<file path="src/rtl/rv_fetch_ctrl.sv">
// rv_fetch_ctrl: instruction fetch controller.
// Owns the fetch PC, issues word reads to a synchronous-read instruction
// memory (one-cycle latency), and buffers returned words in a 2-entry skid
// FIFO so that a stalled decode stage never loses a fetched instruction.
//
//   state | meaning
//   ------+---------------------------------------------------------------
//   BOOT  | just out of reset, no reads yet; moves to RUN on the next edge
//   RUN   | issuing sequential reads while FIFO space allows
//   HALT  | fetch PC was bad; no reads, FIFO still drains, fault flagged
module rv_fetch_ctrl #(
    parameter logic [63:0] RESET_PC = 64'h0,
    parameter int          ADDR_W   = 8
) (
    input  logic              clk,
    input  logic              rst_n,
    output logic              mem_ren_o,
    output logic [ADDR_W-1:0] mem_addr_o,
    input  logic [31:0]       mem_rdata_i,
    input  logic              redirect_i,
    input  logic [63:0]       redirect_pc_i,
    output logic              instr_valid_o,
    input  logic              instr_ready_i,
    output logic [31:0]       instr_o,
    output logic [63:0]       instr_pc_o,
    output logic              fetch_fault_o
);

    typedef enum logic [1:0] {
        ST_BOOT = 2'd0,
        ST_RUN  = 2'd1,
        ST_HALT = 2'd2
    } state_t;

    state_t      state_q, state_d;
    logic [63:0] pc_q, pc_d;
    logic        inflight_q, inflight_d;
    logic [63:0] tag_q, tag_d;
    logic [1:0]  cnt_q, cnt_d;
    logic        rd_ptr_q, rd_ptr_d;
    logic        wr_ptr_q, wr_ptr_d;
    logic [31:0] data_q [2];
    logic [31:0] data_d [2];
    logic [63:0] pcs_q [2];
    logic [63:0] pcs_d [2];

    logic pc_legal;
    logic redir_legal;
    logic pop;
    logic push;
    logic room;
    logic issue;

    // A PC is fetchable when word aligned and inside the memory window.
    function automatic logic is_legal(input logic [63:0] pc);
        return (pc[1:0] == 2'b00) && (pc[63:ADDR_W+2] == '0);
    endfunction

    // Issue decision, FIFO bookkeeping and next-state logic.
    always_comb begin
        state_d    = state_q;
        pc_d       = pc_q;
        tag_d      = tag_q;
        cnt_d      = cnt_q;
        rd_ptr_d   = rd_ptr_q;
        wr_ptr_d   = wr_ptr_q;
        data_d     = data_q;
        pcs_d      = pcs_q;

        pc_legal    = is_legal(pc_q);
        redir_legal = is_legal(redirect_pc_i);

        instr_valid_o = (cnt_q != 2'd0) & ~redirect_i;
        pop           = instr_valid_o & instr_ready_i;
        push          = inflight_q & ~redirect_i;
        // The outstanding read plus buffered words must still fit after this
        // cycle's pop, so a push can never overflow the two entries.
        room  = ({1'b0, cnt_q} + {2'b00, inflight_q}) < (3'd2 + {2'b00, pop});
        issue = (state_q == ST_RUN) & ~redirect_i & pc_legal & room;

        inflight_d = issue;
        if (issue) begin
            tag_d = pc_q;
            pc_d  = pc_q + 64'd4;
        end

        case (state_q)
            ST_BOOT: state_d = ST_RUN;
            ST_RUN:  if (!pc_legal) state_d = ST_HALT;
            ST_HALT: state_d = ST_HALT;
            default: state_d = ST_HALT;
        endcase

        if (redirect_i) begin
            pc_d     = redirect_pc_i;
            state_d  = redir_legal ? ST_RUN : ST_HALT;
            cnt_d    = 2'd0;
            rd_ptr_d = 1'b0;
            wr_ptr_d = 1'b0;
        end else begin
            if (push) begin
                data_d[wr_ptr_q] = mem_rdata_i;
                pcs_d[wr_ptr_q]  = tag_q;
                wr_ptr_d         = ~wr_ptr_q;
            end
            if (pop) begin
                rd_ptr_d = ~rd_ptr_q;
            end
            cnt_d = cnt_q + {1'b0, push} - {1'b0, pop};
        end
    end

    // Registered fetch state and FIFO storage.
    always_ff @(posedge clk or negedge rst_n) begin
        if (!rst_n) begin
            state_q    <= ST_BOOT;
            pc_q       <= RESET_PC;
            inflight_q <= 1'b0;
            tag_q      <= 64'h0;
            cnt_q      <= 2'd0;
            rd_ptr_q   <= 1'b0;
            wr_ptr_q   <= 1'b0;
            data_q[0]  <= 32'h0;
            data_q[1]  <= 32'h0;
            pcs_q[0]   <= 64'h0;
            pcs_q[1]   <= 64'h0;
        end else begin
            state_q    <= state_d;
            pc_q       <= pc_d;
            inflight_q <= inflight_d;
            tag_q      <= tag_d;
            cnt_q      <= cnt_d;
            rd_ptr_q   <= rd_ptr_d;
            wr_ptr_q   <= wr_ptr_d;
            data_q     <= data_d;
            pcs_q      <= pcs_d;
        end
    end

    // Memory port and decode-side outputs.
    always_comb begin
        mem_ren_o     = issue;
        mem_addr_o    = pc_q[ADDR_W+1:2];
        instr_o       = data_q[rd_ptr_q];
        instr_pc_o    = pcs_q[rd_ptr_q];
        fetch_fault_o = (state_q == ST_HALT);
    end

endmodule

</file>
<file path="config.mk">
export PLATFORM = sky130hd
export DESIGN_NAME = rv_fetch_ctrl
export DESIGN_NICKNAME = d
export VERILOG_FILES = /design/src/rtl/rv_fetch_ctrl.sv
export SDC_FILE = /design/constraint.sdc
export NUM_CORES = 1
export LEC_CHECK = 0
export ABC_AREA = 1
export CORE_MARGIN = 5
export CORE_UTILIZATION = 35
export DETAILED_ROUTE_END_ITERATION = 8
export HOLD_SLACK_MARGIN = 0.1
export PLACE_DENSITY = 0.6
export SETUP_SLACK_MARGIN = 0.4
export SYNTH_ARGS = -nofsm -noshare
export SYNTH_HDL_FRONTEND = slang
export SYNTH_SLANG_ARGS = --single-unit
</file>
<file path="constraint.sdc">
create_clock -name clk -period 2.1 [get_ports clk]
set_input_delay 0.42 -clock clk [delete_from_list [all_inputs] [get_ports clk]]
set_output_delay 0.42 -clock clk [all_outputs]
set_load 0.05 [all_outputs]
</file>
==> results of run 1 <==
per-stage QoR:
| step | instances | area [µm²] | utilization | setup TNS, ns | hold slack [ns] |
|---|---|---|---|---|---|
| final | 2314 | 20700 | 0.524 | -15.90 | 0.249 |
| after detailed placement | 2174 | 16700 | 0.422 | 0 | 0.342 |
| after global routing | 2314 | 20700 | 0.524 | -22.41 | 0.266 |
| after global placement | 2174 | 16700 | 0.422 | 0 | 0.341 |
| after CTS | 2300 | 20000 | 0.506 | -17.59 | 0.224 |
| after floorplan | 1505 | 14000 | - | 0 | 0.124 |
layout by cell type (no fill, tap or decap), types with 29 or more instances in the layout:
cell,count
buf_12,39
buf_16,36
buf_4,29
buf_6,85
clkbuf_16,45
clkdlybuf4s50_1,97
dfrtp_1,322
inv_1,104
inv_2,62
mux2_2,62
mux2_4,34
nand2_1,365
nand2_4,60
nand3_2,51
nor2_1,68
o21ai_0,170
registers in the layout (all words and copies together) (netlist names), 2 cells and up:
name / count
pc_q: 64
data_q: 64
pcs_q: 128
tag_q: 64
state_q: 2
cnt_q: 2
what timing repair did:
item                                    4_1_cts  5_1_grt
hold endpoints to repair                     29        0
pin swaps                                    24       39
endpoints found under the setup margin      232      247
resized for setup                           329      119
hold buffers                                  1        0
cloned                                       34        7
buffers inserted                             27        7
power groups by stage:
stage / combinational, W / clock [W] / sequential [W]
finish: 0.000852 / 0.00622 / 0.00653
global route: 0.000947 / 0.00668 / 0.00654
CTS: 0.000825 / 0.00639 / 0.00651
detailed placement: 0.000808 / 0 / 0.00662
global placement: 0.000800 / 0 / 0.00661
floorplan: 0.000364 / 0 / 0.00660
Yosys cell counts (all sizes together):
cell	n	area [µm²]
nand2	445	1670
dfrtp	327	8180
o21ai	202	1010
inv	168	631
mux2	96	1080
nor2	74	288
nand3	72	365
buf	48	283
clkbuf	44	165
ha	5	62.6
nand4	5	31.3
xor2	4	35.0
nor3	3	15.0
or2	3	18.8
a21oi	2	10.0
nor4	2	12.5
xnor2	2	17.5
o21a	1	7.51
o21bai	1	7.51
or3	1	6.26
worst reg2reg max path, stage by stage, from the launching register on:
cell and delay, ns:
dfrtp_2 0.43, ha_4 0.24, inv_2 0.04, nand4_1 0.09, a21oi_2 0.20, nand3_4 0.13, buf_6 0.14, buf_8 0.12
buf_12 0.14, buf_8 0.14, buf_12 0.12, buf_16 0.13, nand3_2 0.05, nand2_1 0.05
cells by family after synthesis:
logic type,Yosys count
adder cells (fa/ha/maj),5
multiplexers,96
AO/OA/AOI/OAI,206
buffers and inverters,260
XOR/XNOR,6
flip-flops,327
AND/OR/NAND/NOR,605
layer usage:
layer / share of wire / vias up / GRT usage
met5: 0.00033 / - / 0
met4: 0.016 / 2 / 0.0356
met3: 0.047 / 49 / 0.0288
met2: 0.48 / 252 / 0.262
met1: 0.46 / 5204 / 0.225
li1: - / 5279 / -
area by class of cell:
type,instances,area share
clock inverter,11,0.00447
clock buffer,53,0.0521
inverter,168,0.0309
tap,525,0.0317
multi-input combinational,919,0.277
timing repair buffer,311,0.208
sequential,327,0.395
how the worst max path moves through the flow:
stage / startpoint / endpoint
finish: rd_ptr_q / instr_pc_o[8]
global route: rd_ptr_q / instr_pc_o[8]
CTS: rd_ptr_q / instr_pc_o[4]
detailed placement: instr_ready_i / mem_ren_o
global placement: instr_ready_i / mem_ren_o
floorplan: redirect_i / cnt_q[1]
==> results.py, run 1 <==
metrics = {
    "status": {
        "status": "finished, violations left",
        "violations": "negative setup slack",
    },
    "sta": {
        "slew_violations": 0,
        "setup_violations": 102,
        "finClkSkew_ns": 0.0113,
        "worstMarginPinSlew_ns": 0.654,
        "fin_ws_ns": -0.202,
        "rsz0062_at_grt": "yes",
        "min_period_ns": 2.30,
        "hold_violations": 0,
        "slew-limit-headroom": 0.564,
        "fmax_mhz": 434,
        "timing.final.crit_share": 1.10,
    },
    "floorplan": {
        "start_util": 0.352,
        "die_w_um": 209,
        "die-area_um2": 43800,
        "die_y_um": 209,
        "num_rows": 73,
        "ioPinCount": 207,
        "core-area_um2": 39500,
    },
    "worst_setup_path": {
        "path_cells": "buf_6 > clkbuf_16 > mux2_4 > buf_8",
        "path_depth": 4,
        "crit_type": "reg -> out",
        "reg2reg_to": "pc_q[55]",
        "cp-start-kind": "register",
        "crit_fanout": 7,
        "cpLargestDelayFamily": "flip-flops",
        "critPathSlowestCell": "dfrtp_4",
        "crit_required_ns": 1.68,
        "rr_worst_depth": 13,
        "path_buf_inv": 3,
        "arrival_ns": 1.88,
        "slowest_delay_ns": 0.55,
        "rr_startpoint": "inflight_q",
        "rrSetupSlack_ns": -0.02,
        "cp-end-kind": "primary output",
    },
    "power_and_ir_drop": {
        "total_power_w": 0.0136,
        "clkPwrFrac": 0.457,
        "p_per_area_nw_per_um2": 656,
        "power.switching_w": 0.00311,
        "p_int_w": 0.0105,
        "seqPwrFrac": 0.480,
        "comb_power_share": 0.063,
        "p_leak_nw": 9.77,
        "ir_drop_mv": 0.430,
        "switching_share": 0.229,
    },
    "synth": {
        "syn_nets": 1610,
        "yosys.area_share.xor_xnor": 0.00378,
        "ys_warn_count": 0,
        "synth_compound_area_frac": 0.0745,
        "synthAdderAreaFrac": 0.00450,
        "netlist_area_um2": 13900,
        "synth_top_family_by_area": "simple AND/OR/NAND/NOR gates",
        "synthCells": 1505,
        "synth_mux_area_frac": 0.0778,
        "synth-seq-cells": 327,
        "synth.yosys.seq_area_share": 0.589,
        "synth_area_per_cell_um2": 9.24,
        "ys_types": 30,
        "synthSimpleGateAreaFrac": 0.173,
    },
    "cts": {
        "cts.htree.levels": 2,
        "clk_pin_slew_ns": 0.06,
        "cts_tree": "built",
        "clock_latency_ns": 0.51,
        "clock_sinks": 327,
        "cts.path.max_buffers": 3,
        "cts_buffers": 37,
        "clock-root-buffer": "clkbuf_16",
    },
    "layout": {
        "multi_input_area_um2": 5740,
        "seq_area_um2": 8190,
        "antenna_cells": 0,
        "fin_nets": 1869,
        "drive_gt1_frac": 0.330,
        "fill_cells": 3528,
        "area_growth_pct": 49.0,
    },
    "global_routing": {
        "gr-total-overflow": 0,
        "grtUsageTotal": 0.160,
        "antenna_found_initial": 1,
        "grt_max_degree": 89,
        "first_global_vias": 11000,
        "grt_pass1_wl_mm": 58.4,
    },
    "route": {
        "drt-pass1-iter-count": 5,
        "drcViolationCount": 0,
        "routed_wl_mm": 36.5,
        "drtIter0Drc": 663,
        "via_per_inst": 4.66,
        "routedWlPerCell_um": 15.8,
        "ant_nets": 0,
        "vias": 10800,
    },
    "worst_hold_path": {
        "hp-class": "in -> reg",
        "min_delay_path_depth": 3,
        "hp-start": "redirect_i",
        "holdPathEnd": "pc_q[58]",
    },
    "placed_design": {
        "hpwl_mm": 20.1,
        "place_ws_ns": 0.0760,
        "place_congestion": 0.773,
        "io_buffer_count": 206,
    },
    "run": {
        "cap_violations": 0,
    },
}
Note: power is estimated with default switching activity, not from simulation.
==> run 2, diff against run 1 <==
==> constraint.sdc (replaced) <==
create_clock -name clk -period 2.1 [get_ports clk]
set_input_delay 0.42 -clock clk [delete_from_list [all_inputs] [get_ports clk]]
set_output_delay 0.42 -clock clk [all_outputs]
set_load 0.005 [all_outputs]
==> results.py, run 2 (synthesis gave the netlist of run 1 again) <==
metrics = {
    "worst_setup_path": {
        "slowest_delay_ns": 0.54,
        "arrival_ns": 2.03,
        "crit_required_ns": 1.68,
        "cpLargestDelayFamily": "buffers and inverters",
        "startpoint": "rd_ptr_q",
        "rr_startpoint": "pc_q[17]",
        "cp-end-kind": "primary output",
        "critPathSlowestCell": "dfrtp_4",
        "crit_fanout": 8,
        "cpMostUsedCell": "buf_6",
        "crit_type": "reg -> out",
        "path_cells": "buf_6 > buf_12 > buf_6 > buf_12 > mux2_4 > buf_6",
        "cp-start-kind": "register",
        "path_buf_inv": 5,
    },
    "global_routing": {
        "grtUsageTotal": 0.150,
        "first_global_vias": 10800,
        "grt_pass1_wl_mm": 55.2,
        "grt_max_degree": 79,
        "gr-total-overflow": 0,
        "antenna_found_initial": 0,
    },
    "cts": {
        "cts_buffers": 37,
        "cts.htree.levels": 2,
        "clk_pin_slew_ns": 0.06,
        "cts.path.max_buffers": 3,
        "clock_latency_ns": 0.53,
        "clock_sinks": 327,
        "clock-root-buffer": "clkbuf_16",
        "cts_tree": "built",
    },
    "power_and_ir_drop": {
        "comb_power_share": 0.058,
        "p_leak_nw": 9.74,
        "p_per_area_nw_per_um2": 681,
        "switching_share": 0.220,
        "ir_drop_mv": 0.443,
        "seqPwrFrac": 0.478,
        "p_int_w": 0.0106,
        "power.switching_w": 0.00300,
        "clkPwrFrac": 0.464,
    },
    "layout": {
        "seq_area_um2": 8200,
        "mostFrequentLayoutCell": "nand2_1",
        "fill_cells": 3587,
        "multi_input_area_um2": 5370,
        "area_growth_pct": 43.7,
        "largest_reg_flops": 128,
        "final_util": 0.505,
        "antenna_cells": 0,
        "layout_common_cells": "374 x nand2_1, 318 x dfrtp_1, 170 x o21ai_0, 106 x inv_1, 97 x clkdlybuf4s50_1",
        "largest-register": "pcs_q",
        "drive_gt1_frac": 0.306,
        "fin_nets": 1894,
    },
    "sta": {
        "setup_tns_ns": -21.96,
        "fmax_mhz": 409,
        "slew_violations": 0,
        "min_period_ns": 2.45,
        "timing.final.crit_share": 1.16,
        "worstMarginPinSlew_ns": 0.527,
        "finClkSkew_ns": 0.0204,
        "slew-limit-headroom": 0.649,
        "hold_violations": 0,
        "setup_violations": 134,
        "rsz0062_at_grt": "yes",
        "fin_ws_ns": -0.346,
        "hold-worst-slack_ns": 0.281,
    },
    "floorplan": {
        "num_rows": 73,
        "start_util": 0.352,
        "die-area_um2": 43800,
        "die_y_um": 209,
        "core-area_um2": 39500,
        "ioPinCount": 207,
        "die_w_um": 209,
    },
    "worst_hold_path": {
        "hp-start": "redirect_i",
        "hp-class": "in -> reg",
    },
    "route": {
        "routedWlPerCell_um": 15.1,
        "via_per_inst": 4.60,
        "ant_nets": 0,
        "vias": 10800,
        "drtIter0Drc": 603,
        "drcViolationCount": 0,
        "drt-pass1-iter-count": 5,
        "routed_wl_mm": 35.4,
    },
    "placed_design": {
        "place_congestion": 0.789,
        "hpwl_mm": 20.5,
        "io_buffer_count": 206,
    },
    "status": {
        "violations": "negative setup slack",
        "status": "finished, violations left",
    },
    "run": {
        "cap_violations": 0,
    },
}
==> run 2: cell count changes in the layout (fill, tap and decap cells not counted), moves of 10 or more <==
cell,previous run,this run
nand2_4,60,40
nand3_1,14,47
buf_4,29,42
nand3_2,51,23
clkbuf_2,0,15
buf_2,2,15
buf_16,36,10
dlygate4sd2_1,0,11
buf_12,39,29
nand2_2,19,31
==> run 2: cell type report <==
type,instances,share of cell area
Inverter,168,0.0318
Multi-Input combinational cell,918,0.269
Tap cell,525,0.0329
Timing Repair Buffer,337,0.196
Sequential cell,327,0.410
Clock buffer,55,0.0537
Clock inverter,11,0.00689
==> run 2: path summary, 6_finish.rpt <==
path | endpoint | slack [ns] | depth (start not counted)
worst max-delay path | instr_pc_o[23] | -0.35 | 6
worst min-delay path | pc_q[58] | 0.28 | 3
worst max register to register | pc_q[6] | -0.04 | 15
worst min register to register | tag_q[12] | 0.47 | 2
max in group asynchronous | pcs_q[19] | 0.85 | 3
min in group asynchronous | data_q[7] | 0.38 | 2
==> run 2: timing repair <==
action	in CTS	in global routing
pin swaps	10	15
buffers inserted	28	28
cloned	9	18
endpoints found under the setup margin	233	229
gates resized for setup	437	245
endpoints found under the hold margin	36	0
hold buffers	1	0
==> run 2: metrics by stage <==
step           cells  worst slack, ns  power [W]  instance area [µm²]
3_3_place_gp    2191           -0.297    0.00735                16800
3_5_place_dp    2191           -0.295    0.00737                16800
4_1_cts         2295           -0.401     0.0138                18600
5_1_grt         2341           -0.402     0.0142                20000
2_1_floorplan   1505            0.384    0.00688                13900
6_report        2341           -0.346     0.0136                20000
==> run 2: layer usage <==
metal,GRT usage,routed length (µm)
met3,0.0300,1650
met5,0,0
met4,0.0351,533
met2,0.247,17000
met1,0.207,16200
==> run 2: worst reg2reg max path: stages, from the launching register on <==
cell and delay (ns):
dfrtp_1 0.38, nor2_1 0.14, nand2_1 0.09, nor2_1 0.10, nand2_1 0.10, nor2_1 0.10
buf_4 0.13, nand3_4 0.09, buf_6 0.13, buf_6 0.10, buf_6 0.12, buf_12 0.14
buf_12 0.15, buf_8 0.14, nand3_1 0.06, nand2_1 0.07
==> run 2: power by group through the flow <==
| stage | Clock, W | Sequential, W | Combinational [W] |
|---|---|---|---|
| 2_1_floorplan | 0 | 0.00660 | 0.000286 |
| 3_3_place_gp | 0 | 0.00662 | 0.000737 |
| 5_1_grt | 0.00678 | 0.00652 | 0.000893 |
| 4_1_cts | 0.00651 | 0.00651 | 0.000746 |
| 6_report | 0.00632 | 0.00651 | 0.000787 |
| 3_5_place_dp | 0 | 0.00662 | 0.000747 |
==> edit, RTL diff (config.mk and constraints of run 2) <==
The parameter `ADDR_W` goes from 8 to 7.
--- a/src/rtl/rv_fetch_ctrl.sv
+++ b/src/rtl/rv_fetch_ctrl.sv
@@ -11,5 +11,5 @@
 module rv_fetch_ctrl #(
     parameter logic [63:0] RESET_PC = 64'h0,
-    parameter int          ADDR_W   = 8
+    parameter int          ADDR_W   = 7
 ) (
     input  logic              clk,
Ports: changed (resized mem_addr_o); port bits go from 207 to 206. The function was not compared with the original's and may differ.
==> edit against run 2 <==
Critical endpoint is now instr_pc_o[3]. Synthesized cell count is 0.53% lower. Sequential cell count unchanged. Area after synthesis decreased by 0.22%. Design area down 2.8%. Routed wire length up 0.22%. Highest routed layer unchanged. Largest power group is now the clock network. The flow still finishes with violations (negative setup slack). Worst setup slack got worse by 0.017 ns. Power grew 2.9%.
==> edit: results (changes against run 2) <==
Run status
  • Status: complete, but fails checks (unchanged)
  • Failing checks: negative setup slack (unchanged)

Synthesis
  • Compound-Gate Fraction of Synth Area: 7.486% (was 7.451%)
  • Post-synthesis sequential area ratio: 58.99% (was 58.86%)
  • Post-Syn Nets: 1602 (was 1610)
  • Adder-cell share of the synthesized area: 0.4510% (was 0.4500%)
  • Unique masters post-synth: 28 (was 30)
  • Xor-xnor portion of the synthesized cell area: 0.4420% (was 0.3780%)

Global routing
  • Largest net degree at the start of global routing: 100 (was 79)
  • Vias in the first global route: 10.40k (was 10.81k)
  • First-pass GRT wire length: 53.45 mm (was 55.15 mm)

Place
  • Pre-CTS setup slack: -0.3539 ns (was -0.2950 ns)
  • # port buffers: 205 (was 206)
  • DPL Wire Length: 20.37 mm (was 20.50 mm)

Critical path
  • Largest fanout on the critical path: 5 (was 8)
  • Worst R2R End: tag_q[51]$_DFFE_PN0P_ (was pc_q[6]$_DFFE_PN0P_)
  • R2R cell count: 12 (was 15)
  • Setup crit end: instr_pc_o[3] (was instr_pc_o[23])

STA
  • Worst Slack Setup Final: -0.3623 ns (was -0.3456 ns)
  • Relative slew slack: 33.78% (was 64.89%)
  • Endpoints failing setup: 96 (was 134)

Power
  • Maximum VDD drop: 422.4 µV (was 442.9 µV)
  • Pleak: 9.798 nW (was 9.735 nW)

Worst hold path
  • Hold Path Sink: pc_q[0]$_DFFE_PN0P_ (was pc_q[58]$_DFFE_PN0P_)

Routing
  • DRT Wirelength: 35.44 mm (was 35.37 mm)
-- edit: cell count changes after synthesis, sizes merged, moves of 2 or more --
| cell | before | now |
|---|---|---|
| nand3 | 72 | 66 |
| inv | 168 | 166 |
| buf | 48 | 45 |
| nor3 | 3 | 1 |
| nor2 | 74 | 78 |
-- edit: power by group through the flow --
stage / logic (W) / registers, W / clock network (W)
5_1_grt: 0.000879 / 0.00652 / 0.00720
2_1_floorplan: 0.000276 / 0.00659 / 0
3_5_place_dp: 0.000710 / 0.00661 / 0
4_1_cts: 0.000715 / 0.00650 / 0.00694
3_3_place_gp: 0.000697 / 0.00661 / 0
6_report: 0.000780 / 0.00651 / 0.00671
-- edit: cell type report --
type,count,area (µm²)
Timing Repair Buffer,311,3357
Fill cell,3708,20040
Sequential cell,327,8194
Multi-Input combinational cell,914,5305
Clock inverter,8,172.7
Inverter,166,628.1
Tap cell,525,656.9
Clock buffer,56,1107
-- edit: per-stage QoR --
stage | std cells | setup TNS (ns)
after floorplan | 1497 | 0
after global placement | 2178 | -24.21
after detailed placement | 2178 | -26.83
after CTS | 2252 | -30.62
after global routing | 2307 | -21.35
final | 2307 | -15.60
-- edit: repair_timing --
action / CTS / global route
cloned: 1 / 22
gates resized for setup: 133 / 365
hold endpoints to repair: 40 / 0
pin swaps: 2 / 64
setup endpoints to repair: 233 / 230
hold buffers: 1 / 0
setup buffers: 8 / 33
-- edit: layer usage --
| layer | routed length [µm] | GRT usage [%] | up-vias |
|---|---|---|---|
| li1 | - | - | 5232 |
| met1 | 16650 | 20.63 | 4990 |
| met2 | 16320 | 22.91 | 257 |
| met3 | 1726 | 3.108 | 48 |
| met4 | 743 | 3.825 | 0 |
| met5 | 0 | 0 | - |
